$ cat src/rtl/watch_set_controller.sv
// rtl/watch_set_controller.sv - time-of-day counter with button-driven hour/min/sec setting
// Buttons are edge-detected against their previous level; btn_mode cycles RUN->SET_HOUR->SET_MIN->SET_SEC.
module watch_set_controller #(
   parameter int HOUR_INIT = 12,
   parameter int MIN_INIT  = 0
) (
   input  logic       clk,
   input  logic       rst,
   input  logic       i_tick,
   input  logic       btn_mode,
   input  logic       btn_up,
   input  logic       btn_down,
   output logic [6:0] msec,
   output logic [5:0] sec,
   output logic [5:0] min,
   output logic [4:0] hour,
   output logic [2:0] pos_sel
);

   localparam logic [1:0] RUN      = 2'd0;
   localparam logic [1:0] SET_HOUR = 2'd1;
   localparam logic [1:0] SET_MIN  = 2'd2;
   localparam logic [1:0] SET_SEC  = 2'd3;

   logic [1:0] state, state_nxt;
   logic       mode_q, up_q, down_q;
   logic       mode_ev, up_ev, down_ev, adjust;
   logic [6:0] msec_nxt;
   logic [5:0] sec_nxt, min_nxt;
   logic [4:0] hour_nxt;
   logic [2:0] pos_sel_nxt;

   assign mode_ev = btn_mode & ~mode_q;
   assign up_ev   = btn_up   & ~up_q;
   assign down_ev = btn_down & ~down_q;
   // A simultaneous mode press or an up+down pair suppresses the field edit.
   assign adjust  = ~mode_ev & (up_ev ^ down_ev);

   always_comb begin
      state_nxt = state;
      msec_nxt  = msec;
      sec_nxt   = sec;
      min_nxt   = min;
      hour_nxt  = hour;

      if (mode_ev) begin
         unique case (state)
            RUN:      state_nxt = SET_HOUR;
            SET_HOUR: state_nxt = SET_MIN;
            SET_MIN:  state_nxt = SET_SEC;
            default: begin
               state_nxt = RUN;
               msec_nxt  = 7'd0;
            end
         endcase
      end

      if (state == RUN) begin
         if (i_tick) begin
            if (msec == 7'd99) begin
               msec_nxt = 7'd0;
               if (sec == 6'd59) begin
                  sec_nxt = 6'd0;
                  if (min == 6'd59) begin
                     min_nxt  = 6'd0;
                     hour_nxt = (hour == 5'd23) ? 5'd0 : hour + 5'd1;
                  end else begin
                     min_nxt = min + 6'd1;
                  end
               end else begin
                  sec_nxt = sec + 6'd1;
               end
            end else begin
               msec_nxt = msec + 7'd1;
            end
         end
      end else if (adjust) begin
         unique case (state)
            SET_HOUR: hour_nxt = up_ev ? ((hour == 5'd23) ? 5'd0 : hour + 5'd1)
                                       : ((hour == 5'd0) ? 5'd23 : hour - 5'd1);
            SET_MIN:  min_nxt  = up_ev ? ((min == 6'd59) ? 6'd0 : min + 6'd1)
                                       : ((min == 6'd0) ? 6'd59 : min - 6'd1);
            default:  sec_nxt  = up_ev ? ((sec == 6'd59) ? 6'd0 : sec + 6'd1)
                                       : ((sec == 6'd0) ? 6'd59 : sec - 6'd1);
         endcase
      end
   end

   always_comb begin
      unique case (state_nxt)
         SET_HOUR: pos_sel_nxt = 3'b100;
         SET_MIN:  pos_sel_nxt = 3'b010;
         SET_SEC:  pos_sel_nxt = 3'b001;
         default:  pos_sel_nxt = 3'b000;
      endcase
   end

   always_ff @(posedge clk or negedge rst) begin
      if (!rst) begin
         state   <= RUN;
         pos_sel <= 3'b000;
         msec    <= 7'd0;
         sec     <= 6'd0;
         min     <= 6'(MIN_INIT);
         hour    <= 5'(HOUR_INIT);
         mode_q  <= 1'b0;
         up_q    <= 1'b0;
         down_q  <= 1'b0;
      end else begin
         state   <= state_nxt;
         pos_sel <= pos_sel_nxt;
         msec    <= msec_nxt;
         sec     <= sec_nxt;
         min     <= min_nxt;
         hour    <= hour_nxt;
         mode_q  <= btn_mode;
         up_q    <= btn_up;
         down_q  <= btn_down;
      end
   end

endmodule

$ cat config.mk
export PLATFORM = sky130hd
export DESIGN_NAME = watch_set_controller
export DESIGN_NICKNAME = d
export VERILOG_FILES = /design/src/rtl/watch_set_controller.sv
export SDC_FILE = /design/constraint.sdc
export NUM_CORES = 1
export LEC_CHECK = 0
export BUFFER_PORTS_ARGS = -buffer_cell sky130_fd_sc_hd__buf_2
export CAP_MARGIN = 20
export CORE_UTILIZATION = 57
export DETAILED_ROUTE_END_ITERATION = 10
export PLACE_DENSITY_LB_ADDON = 0.25
export SLEW_MARGIN = 30
export SYNTH_ARGS = -nofsm -noshare
export SYNTH_HDL_FRONTEND = slang
export SYNTH_SLANG_ARGS = --single-unit
$ cat constraint.sdc
create_clock -name clk -period 2.4 [get_ports clk]
set_input_delay 0.36 -clock clk [delete_from_list [all_inputs] [get_ports clk]]
set_output_delay 0.36 -clock clk [all_outputs]
set_load 0.03 [all_outputs]
==> results by group <==
Power and ir drop
  • Cell-internal power: between 1.5 and 2 mW
  • Flop pwr share: 29.7%
  • P_leak: 1.14 nW
  • Peak supply drop: 0.000722 V
  • Logic pwr share: 55.7%
  • Power Dens Cells: 1420 nW/um^2
  • Switching power: 1.73 mW
  • Sw frac: 49.0%
  • Clk pwr share: approximately 15%

Finish
  • Fin util: 68.0%
  • Post-Layout Cell Count: 330
  • Layout cells sized above 1: 21.6%
  • Nets: 300
  • Reg area: roughly 800 sq um
  • Antenna cell count: 0
  • Fillers: 316
  • Multi-input logic area: 1270 sq um
  • Layout area overhead: 14.0%

STA
  • Final Worst Setup Slack: 0.312 ns
  • Max-slew violations: 0
  • FMAX: 479 MHz
  • Setup-failing EPs final: 0
  • Crit path time final: 2.09 ns
  • Least-Margin Pin Slew: 0.719 ns
  • Setup TNS: 0 ns
  • RSZ-0062 raised after global routing: false
  • Final Skew: 0.00871 ns
  • Final Hold Fails: 0
  • Fin crit share: between 80% and 90%
  • Slew headroom: between 50% and 60%

Setup path
  • FF-to-FF End: hour[1]
  • Critical path startpoint category: register
  • Worst path slowest cell: dfrtp_1
  • Critical path fanouts, max: 9
  • CP max stage delay: 0.40 ns
  • Buf/Inv on CP: 1
  • FF-to-FF Start: state[1]
  • Reg-to-reg setup timing slack: 0.31 ns
  • Cell chain of the critical path: inv_1 > ha_1 > nand4b_1 > nor4_2 > a21oi_2 > nor2_1 > mux2_2
  • Setup CP Type: reg -> reg
  • Critical Path AT: roughly 2.3 ns
  • R2R depth: 7
  • Critical Path End Type: register
  • CP Data Required Time: 2.58 ns
  • CP top delay family: simple AND/OR/NAND/NOR gates

Place
  • Pre-CTS setup slack: 0.325 ns
  • Global placement routability congestion: 0.925
  • Port-buffer cells: 32
  • Dpl cells: 322
  • DP HPWL: between 3000 and 4000 um

Clock network
  • TritonCTS clock tree: yes
  • TritonCTS Buffers: 5
  • CTS resizes: 0
  • Worst-Skew Late Latency: ~0.29 ns
  • CTS root buf: clkbuf_8
  • Clock Tree Buf Depth: 2
  • Hold-fix buffers, CTS: 0
  • Setup Fix Bufs, Post-CTS: 0
  • CTS H-Tree Depth: 2
  • CTS Sinks: 32
  • Clock slew at reported path FFs: 0.08 ns

Synth
  • Synth cell types: 49
  • Synth cell count leaders: 30 x dfrtp_1, 22 x nand2_1, 22 x nor2_1
  • Synthesized area: 2180 sq um
  • Syn_nets: 267
  • Async set-reset flop share out of synthesis: 100%
  • Avg Cell Area, Syn: 8.80 sq um
  • Dominant cell type by area after synthesis: dfrtp_1
  • Ys Warns: 0
  • Area share of the largest cell type after synthesis: 34.4%
  • Main synth FF type: dfrtp_1
  • Yosys reg bits: 32
  • EDFF count, synth: 0
  • Cells after Synth: approximately 250
  • Most common cell in the netlist: dfrtp_1
  • Area contributors post-synth: dfrtp_1 34%, ha_1 7.5%, a21oi_1 4.6%
  • Seq/Total Area, Yosys: between 30% and 40%

Global routing
  • GR Overflow Total: 0
  • Overall Global Routing Usage: 25.4%
  • First-pass GRT wire length: 7960 um
  • Largest net degree at the start of global routing: 33
  • Initial antenna violation count: 0
  • Vias in the first global route: 1707

Floorplanning
  • Initial Util: 59.6%
  • Die Area: 4080 sq um
  • # IOs: 33
  • DIE HEIGHT: 63.9 um
  • Die W: 63.9 um
  • Num rows: 22
  • CORE AREA: 3660 sq um

Worst hold path
  • HP Class: in -> async

Detailed routing
  • Wirelength per Cell: about 14 um
  • Vias: 1902
  • DR iter-0 viols: approximately 130
  • Routed WL: 4600 um
  • Via density per instance: 5.76
  • Post-route ant nets: 0
  • Drt pass-1 iters: 4
  • Number of remaining DRC errors: 0

Status
  • Status: complete, no violations

Job
  • Max_cap viols: 0
-- power by group through the flow --
stage | clock network [mW] | registers, mW | logic, mW
after global routing | 0.549 | 1.09 | 2.18
after floorplan | 0 | 1.31 | 1.22
after detailed placement | 0 | 1.05 | 1.96
after CTS | 0.526 | 1.04 | 1.97
after global placement | 0 | 1.04 | 1.93
final | 0.518 | 1.05 | 1.96
-- worst max-delay path by stage --
stage,to,cells past startpoint,from
6_report,hour[1],7,state[1]
5_1_grt,hour[1],7,state[1]
4_1_cts,hour[1],6,sec[0]
3_5_place_dp,hour[1],6,sec[0]
3_3_place_gp,hour[1],6,sec[0]
2_1_floorplan,hour[1],6,msec[0]
-- metal layers --
metal	share of wire (%)	wire, um	track usage [%]
met1	48	2190	33.2
met2	47	2180	41.5
met3	3.7	172	4.82
met4	1.2	55	9.38
met5	0	0	0
-- placed cells by master, fill, tap and decap left out, types with 6 or more instances in the layout --
| master | instances |
|---|---|
| o21ai_0 | 19 |
| ha_1 | 13 |
| dfrtp_1 | 30 |
| a31oi_1 | 9 |
| nand3_1 | 11 |
| nor3_1 | 7 |
| a21oi_1 | 20 |
| nand2_1 | 22 |
| inv_1 | 13 |
| nor2_1 | 22 |
| mux2i_1 | 6 |
| buf_2 | 32 |
-- cells by family (layout without fill, tap and decap cells) --
family / Yosys count / in the layout / synth area share, %
buf+inv: 24 / 58 / 5.10
mux: 9 / 9 / 4.30
fa+ha+maj: 13 / 13 / 7.45
simple gates: 91 / 91 / 22.4
xor+xnor: 6 / 6 / 2.41
flops: 32 / 32 / 36.8
compound gates: 73 / 73 / 21.5
-- flip-flops by register name (all words and copies together), names as in the netlist --
signal,flops
msec,7
min,6
sec,6
hour,5
pos_sel,3
state,2
down_q,1
mode_q,1
up_q,1
-- metrics by stage --
| step | hold WS, ns | instance area [sq um] | power, mW |
|---|---|---|---|
| finish | 0.117 | 2490 | 3.53 |
| detailed placement | 0.458 | 2380 | 3.01 |
| CTS | 0.150 | 2490 | 3.54 |
| global placement | 0.453 | 2380 | 2.98 |
| floorplan | 0.0644 | 2180 | 2.53 |
| global route | 0.184 | 2490 | 3.82 |
-- layout make-up --
type | instances | share of cell area (%)
repair buffers | 37 | 7.94
flip-flops and latches | 32 | 32.3
inverters | 13 | 1.96
clock buffers | 5 | 2.77
multi-input cells | 192 | 50.9
well taps | 48 | 2.41
clock inverters | 3 | 1.71
(Power assumes the default switching activity.)
